--- src/rtl/round_robin_arbiter.sv ---
// round_robin_arbiter: packet-locked round-robin grant of one downstream channel among WIDTH requesters
module rr_pri2oht #(
  parameter int W = 4,
  parameter int IMPLEMENTATION = 0
) (
  input  logic [W-1:0] c,
  output logic [W-1:0] o
);
  generate
    if (IMPLEMENTATION == 0) begin : g_add
      assign o = c & (~c + W'(1));
    end else if (IMPLEMENTATION == 1) begin : g_loop
      always_comb begin
        o = '0;
        for (int i = W - 1; i >= 0; i--) o = c[i] ? W'(1) << i : o;
      end
    end else begin : g_vec
      assign o = c & ~(c - W'(1));
    end
  endgenerate
endmodule

module round_robin_arbiter #(
  parameter int WIDTH = 4,
  parameter int IMPLEMENTATION = 0,
  localparam int WIDTH_LOG = $clog2(WIDTH)
) (
  input  logic                 clk,
  input  logic                 rst_n,
  input  logic [WIDTH-1:0]     req_vld,
  input  logic [WIDTH-1:0]     req_lst,
  output logic [WIDTH-1:0]     req_rdy,
  output logic                 grt_vld,
  output logic                 grt_lst,
  input  logic                 grt_rdy,
  output logic [WIDTH-1:0]     grt_oht,
  output logic [WIDTH_LOG-1:0] grt_idx,
  output logic                 grt_bsy
);
  typedef enum logic {IDLE, BUSY} state_t;
  state_t state, state_nxt;
  logic [WIDTH-1:0] ptr, ptr_nxt, grt_oht_nxt, msk, cand, oh_m, oh_a, sel;
  logic rel, arb;
  rr_pri2oht #(.W(WIDTH), .IMPLEMENTATION(IMPLEMENTATION)) u_m (.c(cand & msk), .o(oh_m));
  rr_pri2oht #(.W(WIDTH), .IMPLEMENTATION(IMPLEMENTATION)) u_a (.c(cand), .o(oh_a));
  always_comb begin
    msk = ~(ptr | (ptr - WIDTH'(1)));
    cand = state == BUSY ? req_vld & ~grt_oht : req_vld;
    sel = |(cand & msk) ? oh_m : oh_a;
    grt_bsy = state == BUSY;
    grt_vld = grt_bsy && |(req_vld & grt_oht);
    grt_lst = grt_bsy && |(req_lst & req_vld & grt_oht);
    req_rdy = grt_bsy ? grt_oht & {WIDTH{grt_rdy}} : '0;
    rel = grt_vld && grt_rdy && grt_lst;
    arb = grt_bsy ? rel : |req_vld;
    // sel is zero when nobody else waits, which both clears the grant and keeps ptr
    grt_oht_nxt = arb ? sel : grt_oht;
    ptr_nxt = arb && |sel ? sel : ptr;
    state_nxt = arb ? (|sel ? BUSY : IDLE) : state;
  end
  always_ff @(posedge clk or negedge rst_n) begin
    if (!rst_n) begin
      state <= IDLE;
      grt_oht <= '0;
      ptr <= WIDTH'(1) << (WIDTH - 1);
    end else begin
      state <= state_nxt;
      grt_oht <= grt_oht_nxt;
      ptr <= ptr_nxt;
    end
  end
  always_comb begin
    grt_idx = '0;
    for (int i = 0; i < WIDTH; i++) grt_idx = grt_oht[i] ? grt_idx | WIDTH_LOG'(i) : grt_idx;
  end
endmodule

--- config.mk ---
export PLATFORM = sky130hd
export DESIGN_NAME = round_robin_arbiter
export DESIGN_NICKNAME = d
export VERILOG_FILES = /design/src/rtl/round_robin_arbiter.sv
export SDC_FILE = /design/constraint.sdc
export NUM_CORES = 1
export LEC_CHECK = 0
export ABC_AREA = 1
export BUFFER_PORTS_ARGS = -buffer_cell sky130_fd_sc_hd__buf_4
export CAP_MARGIN = 15
export CORE_MARGIN = 3
export CORE_UTILIZATION = 46
export DETAILED_ROUTE_END_ITERATION = 16
export GPL_TIMING_DRIVEN = 0
export PLACE_DENSITY_LB_ADDON = 0.3
export SLEW_MARGIN = 10
export SYNTH_ARGS = -nofsm -noshare
export SYNTH_HDL_FRONTEND = slang
export SYNTH_SLANG_ARGS = --single-unit
--- constraint.sdc ---
create_clock -name clk -period 1.6 [get_ports clk]
set_input_delay 0.08 -clock clk [delete_from_list [all_inputs] [get_ports clk]]
set_output_delay 0.08 -clock clk [all_outputs]
set_load 0.05 [all_outputs]
# [Word-level counts from Yosys, hierarchy flattened]
# Cells that the tools add are included.
[op_classes] n_mux=8 n_bitwise=13 add_sub_neg=3 reduce_logical=10
[ops] operator="$and 4x4->4" count=8
[ops] operator="$reduce_or 4->1" count=5
[ops] operator="$not 4->4" count=4
[ops] operator="$mux 4" count=3
[ops] operator="$add 4x1->4 const B" count=2
[ops] operator="$logic_and 1x1->1" count=5
[ops] operator="$mux 2" count=2
[ops] operator="$or 4x4->4" count=1
[ops] operator="$sub 4x1->4 const B" count=1
[ops] operator="$mux 1" count=3
[totals] word_cells=37 out_inout_bits=13 ff_bits=9 input_bits=11

# [Longest topological paths before layout]
# Gate-level depths: netlist of run 1.
[logic_depth] ltp_word=10 mapped_depth=13 depth_no_buf=13

# [Modules after synthesis]
# Synthesis of run 1 repeated with hierarchy kept, for this count alone.
[unflattened] cells_unflattened=111 area_unflattened_um2=704.4
[by_module_without_submodules] module="round_robin_arbiter" seq_area_each_um2=226.5 area_per_inst_um2=629.4 cells_per_inst=93 instances=1
[by_module_without_submodules] module="rr_pri2oht" seq_area_each_um2=0.0 area_per_inst_um2=37.5 cells_per_inst=9 instances=2

# [Least setup slack after synthesis of run 1]
# OpenSTA, ideal clock, no wires.
[synth_path] path_type="register to output" startpoint="reg state (netlist: grt_bsy)" endpoint="out req_rdy[3]" path_stages_with_launch=3 required_time_ns=1.520 arrival_ns=1.954 slack_ns=-0.434 path_buffers=0 path_cell_list="dfrtp_1 -> inv_1 -> nor3_1"
[synth_via] elab_chain_len=1
[synth_rtl] element="from (decl)" line_no="41" text="state_t state, state_nxt;"
[synth_rtl] element="from (signal assigned)" line_no="67" text="state <= state_nxt;"
[synth_rtl] element="$mux 4" line_no="53" text="req_rdy = grt_bsy ? grt_oht & {WIDTH{grt_rdy}} : '0;"
[synth_rtl] element="to (decl)" line_no="32" text="output logic [WIDTH-1:0] req_rdy,"
# No other way between the ends.

# [Worst setup path in the final report of run 1]
[layout_path] startpoint="reg state (netlist: grt_bsy)" endpoint="reg ptr[0]"
[layout_via] elab_chain_len=8 elab_cells_between_ends=17 cone_classes="2 x add/sub; 3 x mux; 5 x bitwise; 7 x reduce/logical"
[layout_rtl] element="$mux 4" line_no="48" text="cand = state == BUSY ? req_vld & ~grt_oht : req_vld;"
[layout_rtl] element="$and 4x4->4" line_no="44, 49"
[layout_rtl] element="$not 4->4" line_no="11" text="assign o = c & (~c + W'(1));"
[layout_rtl] element="$add 4x1->4" line_no="11"
[layout_rtl] element="$and 4x4->4" line_no="11"
[layout_rtl] element="$mux 4" line_no="49" text="sel = |(cand & msk) ? oh_m : oh_a;"
[layout_rtl] element="$reduce_or 4->1" line_no="58" text="ptr_nxt = arb && |sel ? sel : ptr;"
[layout_rtl] element="$logic_and 1x1->1" line_no="58"
[layout_rtl] element="to (signal assigned)" line_no="65" text="ptr <= WIDTH'(1) << (WIDTH - 1);"
[layout_rtl] element="to (signal assigned)" line_no="69" text="ptr <= ptr_nxt;"
[layout_rtl] element="to (decl)" line_no="42" text="logic [WIDTH-1:0] ptr, ptr_nxt, grt_oht_nxt, msk, cand, oh_m, oh_a, sel;"
# Several ways; a longest one is shown, not always the timed one.
# A chain may end at the register's enable or synchronous reset.

==> results of run 1 <==
[power by group]
| part | leakage, nW | internal (W) | switching (W) |
|---|---|---|---|
| clock | 0.0150 | 0.0000957 | 0.0000726 |
| combinational | 0.377 | 0.000380 | 0.000870 |
| sequential | 0.106 | 0.000342 | 0.000126 |
[cells in the mapped netlist, drive strengths merged]
library cell	count	share of area, %
o21bai	1	1.2
inv	15	9.3
dfstp	1	4.4
a21oi	1	0.83
nand3	10	8.3
and2	1	1.2
o21ai	5	4.1
nor3	1	0.83
o41ai	1	1.5
nand2	38	26
nand4	2	2.1
dfrtp	8	33
nor2	11	7.3
[stage by stage]
stage                     hold slack, ns  util, %  setup WS, ns  total power [W]
after floorplan                  -0.2156        -       0.02509         0.001285
after global placement          -0.09519    68.80        0.1535         0.001590
after detailed placement        -0.09388    68.80       0.05754         0.001632
after CTS                         0.1672    71.90       0.04799         0.001806
after global routing              0.2188    75.21      -0.02722         0.002025
final                             0.1851    75.21        0.1148         0.001886
[cells by family after synthesis]
group / synth area share [%]
flip-flops: 37.55
AND/OR/NAND/NOR: 45.44
buffers and inverters: 9.337
AO/OA/AOI/OAI: 7.676
[sequential cells by signal, summed over array words and instances, names as in the netlist]
name	cells
grt_bsy	1
grt_oht	4
ptr	4
[worst max-delay path, cell delays in order (launching register included)]
cell and delay [ns]:
dfrtp_2 0.47, a21oi_2 0.18, nand3_2 0.12, o21ai_1 0.14, nand2_1 0.08, nand2_1 0.07, inv_1 0.04, nand2_1 0.07
nand2_2 0.09, nand2_1 0.07, nand2_1 0.05
[area by class of cell]
type                       count  area [sq um]
clock buffer                   4         26.28
fill                          98         290.3
inverter                      15         56.30
multi-input combinational     71         365.4
sequential                     9         232.7
tap                           14         17.52
timing repair buffer          24         182.7
[layer usage]
metal | GRT usage (%) | vias to the layer above | routed length (microns)
li1 | - | 354 | -
met1 | 22.34 | 320 | 707
met2 | 32.83 | 25 | 868
met3 | 3.863 | 2 | 105
met4 | 10.56 | 0 | 14
met5 | 0 | - | 0
[worst max-delay path by stage]
stage / end / slack [ns] / cells after the start
after floorplan: ptr[2] / 0.03 / 8
after global placement: ptr[1] / 0.15 / 10
final: ptr[0] / 0.11 / 10
after detailed placement: grt_bsy / 0.06 / 10
after global routing: ptr[2] / -0.03 / 13
after CTS: grt_bsy / 0.05 / 10
[timing repair]
item                       4_1_cts  5_1_grt
hold buffers                     1        0
setup endpoints to repair        0        5
hold endpoints to repair         9        0
gates resized for setup          0       14
==> flow_summary.ini, run 1 <==
[min_path]
min_path_type = input pin to flip-flop
hold_start = req_vld[3]
hold_depth = 4
hold_path_end = grt_oht[0]

[timing]
setup_viol = 0
slew_violations = 0
hold_violations = 0
final.setup.tns_ns = 0
fin_skew_ns = 0.002110
slew_headroom_pct = 69.76
worst_slew_pin_slew_ns = 0.4478
layout_min_cycle_time_ns = 1.485
max_freq_mhz = 673.3
period_share_pct = 92.83

[global_route]
grt_max_degree = 10
grt_pass1_vias = 668
grt_antenna_before_repair = 0
grtUsageTotal_pct = 19.31
grt_pass1_wl_microns = 2697
grt_overflow = 0

[synth]
yosysUniqueCellTypes = 16
yosys_warnings = 0
ys_seq_elements = 9
synth_nets = 106
synth_cells = 95
syn_area_sq_um = 603.1
seq_area_frac_synth_pct = 37.55
avgSynthCellArea_sq_um = 6.348

[final_layout]
drive_above_1_share_pct = 43.09
final_cells = 137
antenna_cells = 0
mostFrequentLayoutCell = nand2_1
synthToLayoutAreaGrowth_pct = 46.06
mostFrequentLayoutCells = nand2_1 (28), buf_4 (23), inv_1 (13), nand2_2 (9), nand3_1 (9)
stdcell_area_sq_um = 880.8
layout.nets = 135

[floorplan]
ioPinCount = 24
die_h_microns = 42.21
core_sq_um = 1171
die-area_sq_um = 1782
start_util_pct = 51.50
rows = 12
die_w_microns = 42.21

[placement]
globalplace.congestion = 0.8600
port_buffers = 23
hpwl_microns = 1363
placedCellCount = 132
place_area_sq_um = 805.8

[clocking]
clock_sinks = 9
numCtsBuffers = 3
root_buffer = clkbuf_4
path_clk_slew_ns = 0.06
tritoncts = done
clock_latency_ns = 0.25
cts_setup_buffers = 0
clockBufferDepth = 2
htree_levels = 1

[route]
wl_per_cell_microns = 12.38
drtIter0Drc = 19
routed_wl_microns = 1696
final_antenna_net_count = 0
avgViaCountPerCell = 5.117
dr.pass1.iters = 4
drc = 0
vias = 701

[job]
drv_cap = 0

[worst_setup_path]
reg2reg_to = ptr[0]
startpoint = grt_bsy
cp_max_fo = 7
worstPathArrival_ns = 1.63
reg2reg_slack_ns = 0.11
r2r_start = grt_bsy
path_class = flip-flop to flip-flop
endpoint_kind = flip-flop
r2r_cells = 10
cp.required_ns = 1.74
worst_setup_path_start_kind = flip-flop

[power]
power.density_nw_per_um2 = 2141
ir_drop_uv = 1671
leakagePower_nw = 0.4980

[run_status]
status = complete, no violations
Note: power is estimated with default switching activity, not from simulation.
==> run 2, diff against run 1 <==
--- a/config.mk
+++ b/config.mk
@@ -6,7 +6,7 @@
 export NUM_CORES = 1
 export LEC_CHECK = 0
 export ABC_AREA = 1
-export BUFFER_PORTS_ARGS = -buffer_cell sky130_fd_sc_hd__buf_4
+export BUFFER_PORTS_ARGS = -buffer_cell sky130_fd_sc_hd__clkbuf_2
 export CAP_MARGIN = 15
 export CORE_MARGIN = 3
 export CORE_UTILIZATION = 46
==> run 2 against run 1 <==
Clock skew up 0.0021 ns. Clock-buffer cell count is the same. Non-clock buffer count increased by 1. Maximum frequency is 2.0% higher. Flip-flop and latch count is the same. Largest cell class unchanged. Highest routed layer unchanged.
==> flow_summary.ini, run 2 (same netlist as run 1, synthesis figures left out) <==
[floorplan]
die_w_microns = 42.21
ioPinCount = 24
core_sq_um = 1171
start_util_pct = 51.50
rows = 12
die-area_sq_um = 1782
die_h_microns = 42.21

[final_layout]
utilization_pct = 68.80
drive_above_1_share_pct = 37.90
multiInputGateArea_sq_um = 340.3
mostFrequentLayoutCells = nand2_1 (31), clkbuf_2 (23), inv_1 (13), nor2_1 (10), nand3_1 (9)
regArea_sq_um = 232.7
fillers = 109
mostFrequentLayoutCell = nand2_1
synthToLayoutAreaGrowth_pct = 33.61
layout.nets = 136
final_cells = 138
antenna_cells = 0

[timing]
fin_skew_ns = 0.004184
worst_slack_ns = 0.1440
max_freq_mhz = 686.8
final.setup.tns_ns = 0
hold_violations = 0
period_share_pct = 91.00
setup_viol = 0
layout_min_cycle_time_ns = 1.456
rsz0062_at_grt = false
worst_slew_pin_slew_ns = 0.4540
slew_violations = 0
slew_headroom_pct = 69.33

[worst_setup_path]
worst_setup_path_start_kind = flip-flop
startpoint = grt_bsy
path_class = flip-flop to flip-flop
endpoint_kind = flip-flop
r2r_start = grt_bsy
cp_max_fo = 7
worstPathArrival_ns = 1.58
cp.required_ns = 1.72

[placement]
globalplace.congestion = 0.8530
port_buffers = 23
hpwl_microns = 1273
place_ws_ns = 0.1312
placedCellCount = 132

[route]
vias = 698
drtIter0Drc = 12
routed_wl_microns = 1555
dr.pass1.iters = 4
drc = 0
wl_met3_microns = 101
wl_met2_microns = 768
top_layer = met4
final_antenna_net_count = 0
wl_met1_microns = 678
wl_per_cell_microns = 11.27
avgViaCountPerCell = 5.058

[clocking]
tritoncts = done
path_clk_slew_ns = 0.06
root_buffer = clkbuf_4
clock_latency_ns = 0.24
numCtsBuffers = 3
clock_sinks = 9
clockBufferDepth = 2
htree_levels = 1

[power]
leakagePower_nw = 0.4719
ir_drop_uv = 1356
power.density_nw_per_um2 = 2162

[global_route]
grt_antenna_before_repair = 0
grt_max_degree = 10
grt_overflow = 0
grt_pass1_wl_microns = 2697
grt_pass1_vias = 650
grtUsageTotal_pct = 18.66

[run_status]
status = complete, no violations

[min_path]
min_path_type = input pin to asynchronous set/reset pin

[job]
drv_cap = 0
-- run 2: power by group --
group	switching (W)	leakage (nW)	internal (W)
sequential	0.000110	0.106	0.000342
combinational	0.000829	0.351	0.000298
clock	0.0000666	0.0150	0.0000953
total	0.00101	0.472	0.000735
-- run 2: layer usage --
| layer | track usage [%] | up-vias |
|---|---|---|
| li1 | - | 354 |
| met1 | 24.60 | 314 |
| met2 | 32.52 | 28 |
| met3 | 3.433 | 2 |
| met4 | 1.863 | 0 |
| met5 | 0 | - |
-- run 2: worst max-delay path: stages (launching register included) --
cell      delay [ns]
dfrtp_2         0.43
nand2_1         0.10
nand2_2         0.08
inv_2           0.04
nand2_2         0.08
inv_1           0.06
o21bai_1        0.17
nor2_1          0.11
nand2_1         0.07
nand2_2         0.10
o21ai_0         0.10
-- run 2: final cells by class --
class                      instances  area share [%]
multi-input combinational         71           42.24
sequential                         9           28.88
timing repair buffer              25           16.46
inverter                          15           6.988
clock buffer                       4           3.261
tap                               14           2.174
-- run 2: worst paths after layout --
kind | to | cells past startpoint | slack, ns
min in group clk | grt_oht[0] | 4 | 0.22
worst min-delay path | grt_oht[1] | 2 | 0.22
worst min register to register | ptr[3] | 2 | 0.47
worst max register to register | grt_bsy | 10 | 0.14
max in group asynchronous | ptr[3] | 2 | 1.13
worst max-delay path | grt_bsy | 10 | 0.14
-- run 2: through the flow --
step,cell area (sq um),hold WS (ns),power [W]
3_3_place_gp,748.2,-0.06029,0.001506
6_report,805.8,0.2178,0.001742
4_1_cts,784.5,0.1986,0.001701
3_5_place_dp,748.2,-0.05782,0.001534
2_1_floorplan,615.6,-0.2156,0.001285
5_1_grt,805.8,0.2340,0.001896
-- run 2: repair_timing --
action	in CTS	in global routing
hold endpoints to repair	9	0
endpoints found under the setup margin	0	6
setup buffers	0	1
hold buffers	1	0
gates resized for setup	0	5
==> run 3, diff against run 2 <==
--- a/config.mk
+++ b/config.mk
@@ -8,12 +8,13 @@
 export ABC_AREA = 1
 export BUFFER_PORTS_ARGS = -buffer_cell sky130_fd_sc_hd__clkbuf_2
 export CAP_MARGIN = 15
+export CELL_PAD_IN_SITES_DETAIL_PLACEMENT = 1
+export CELL_PAD_IN_SITES_GLOBAL_PLACEMENT = 1
 export CORE_MARGIN = 3
-export CORE_UTILIZATION = 46
+export CORE_UTILIZATION = 30
 export DETAILED_ROUTE_END_ITERATION = 16
 export GPL_TIMING_DRIVEN = 0
 export PLACE_DENSITY_LB_ADDON = 0.3
-export SLEW_MARGIN = 10
 export SYNTH_ARGS = -nofsm -noshare
 export SYNTH_HDL_FRONTEND = slang
 export SYNTH_SLANG_ARGS = --single-unit
==> run 3 against run 2 <==
Combinational power barely moved. Die area rose by 45%. Non-clock buffer count did not move. Clock power rose by 9%. Worst setup slack got worse by 0.017 ns. Register-to-register slack got worse by 0.02 ns. Global-route usage fell by 2.2 points. Worst hold slack got worse by 0.024 ns. Clock-buffer cell count fell by 1. Routed wire length rose by 23%. Critical path depth did not move. Core utilization fell by 23 points. Largest cell class unchanged.
==> flow_summary.ini, run 3 (same netlist as run 1, synthesis figures left out) <==
[power]
leakagePower_nw = 0.4786
ir_drop_uv = 1022
power.density_nw_per_um2 = 2154

[floorplan]
die-area_sq_um = 2584
die_w_microns = 50.84
die_h_microns = 50.84
rows = 15
ioPinCount = 24
start_util_pct = 33.47
core_sq_um = 1802

[worst_setup_path]
worstPathArrival_ns = 1.62
cp.required_ns = 1.74
path_class = flip-flop to flip-flop
endpoint_kind = flip-flop
critPathMaxStageDelay_ns = 0.43
worst_setup_path_start_kind = flip-flop
crit_chain = nand2_1, nand2_2, inv_2, nand2_2, inv_1, o21bai_1, nor2_1, nand2_1, nand2_2, o21ai_0
cpMostUsedCell = nand2_2
cp_max_fo = 6
critPathSlowestCell = dfrtp_2

[clocking]
clockBufferDepth = 2
tritoncts = done
path_clk_slew_ns = 0.06
clock_sinks = 9
root_buffer = clkbuf_4
htree_levels = 1
numCtsBuffers = 3
clock_latency_ns = 0.27

[timing]
hold_violations = 0
slew_violations = 0
fin_skew_ns = 0.004779
setup_viol = 0
layout_min_cycle_time_ns = 1.473
max_freq_mhz = 679.1
period_share_pct = 92.04
worst_slew_pin_slew_ns = 0.4559
slew_headroom_pct = 69.21

[final_layout]
mostFrequentLayoutCells = nand2_1 (30), clkbuf_2 (23), inv_1 (13), nor2_1 (10), nand3_1 (9)
utilization_pct = 46.18
fillers = 256
multiInputGateArea_sq_um = 351.6
mostFrequentLayoutCell = nand2_1
stdcell_area_sq_um = 832.0
layout.nets = 136
antenna_cells = 0
drive_above_1_share_pct = 40.32
synthToLayoutAreaGrowth_pct = 37.97
regArea_sq_um = 232.7

[route]
wl_per_cell_microns = 12.89
avgViaCountPerCell = 4.846
routed_wl_microns = 1920
dr.pass1.iters = 4
vias = 722
drc = 0
final_antenna_net_count = 0
drtIter0Drc = 3

[placement]
hpwl_microns = 1606
place_area_sq_um = 762.0
port_buffers = 23
globalplace.congestion = 0.7835

[global_route]
grt_max_degree = 10
grt_antenna_before_repair = 0
grt_pass1_wl_microns = 3229
grt_overflow = 0
grtUsageTotal_pct = 16.46
grt_pass1_vias = 710

[job]
drv_cap = 0

[min_path]
min_path_type = input pin to asynchronous set/reset pin

[run_status]
status = complete, no violations
==> run 3: changes by cell type in the layout (fill, tap and decap cells not counted) <==
cell      before  now
o21ai_1        1    0
nand2_1       31   30
clkinv_2       0    1
clkbuf_1       1    0
nand2_4        0    1
o21ai_2        0    1
==> run 3: worst paths after layout <==
path | from | endpoint | slack [ns] | depth (start not counted)
max in group asynchronous | rst_n | ptr[3] | 1.16 | 2
min | rst_n | ptr[0] | 0.19 | 2
max reg2reg | grt_bsy | grt_bsy | 0.13 | 10
max | grt_bsy | grt_bsy | 0.13 | 10
min in group clk | req_vld[3] | grt_oht[0] | 0.21 | 4
min reg2reg | ptr[3] | ptr[3] | 0.46 | 2
==> run 3: stage by stage <==
step           instances  total power [W]     TNS [ns]  hold WS [ns]  worst slack [ns]
5_1_grt              149         0.001949  -0.00003131        0.2194       -0.00003131
4_1_cts              148         0.001762            0        0.1835           0.05434
3_5_place_dp         143         0.001573            0      -0.05455           0.07398
3_3_place_gp         143         0.001539            0      -0.05242            0.1215
2_1_floorplan         95         0.001285            0       -0.2156           0.02509
6_report             149         0.001793            0        0.1935            0.1274
==> run 3: per-layer routing <==
layer / part of all wire [%] / track usage, % / vias to the layer above
li1: - / - / 357
met1: 45 / 20.99 / 339
met2: 48 / 27.83 / 21
met3: 4.8 / 1.458 / 5
met4: 1.8 / 8.072 / 0
met5: 0 / 0 / -
==> run 3: repair_timing <==
action | CTS | global route
hold buffers | 1 | 0
endpoints found under the setup margin | 0 | 9
setup buffers | 0 | 1
resized for setup | 0 | 8
endpoints found under the hold margin | 9 | 0
==> run 3: final cells by class <==
type,count,area share [%]
repair buffers,25,15.94
multi-input cells,71,42.26
flip-flops and latches,9,27.97
clock buffers,3,2.707
inverters,15,6.767
clock inverters,1,0.6015
well taps,25,3.759
==> run 3: power by group <==
part           leakage (nW)  internal, W  switching, W
clock network        0.0177    0.0000924     0.0000846
logic                 0.355     0.000304      0.000855
registers             0.106     0.000342      0.000114
==> run 3: critical path: cells and delay by family, from the launching register on <==
kind                   cells  cell delay [ns]
AO/OA/AOI/OAI              2             0.29
buffers and inverters      2             0.10
flip-flops                 1             0.43
AND/OR/NAND/NOR            6             0.53
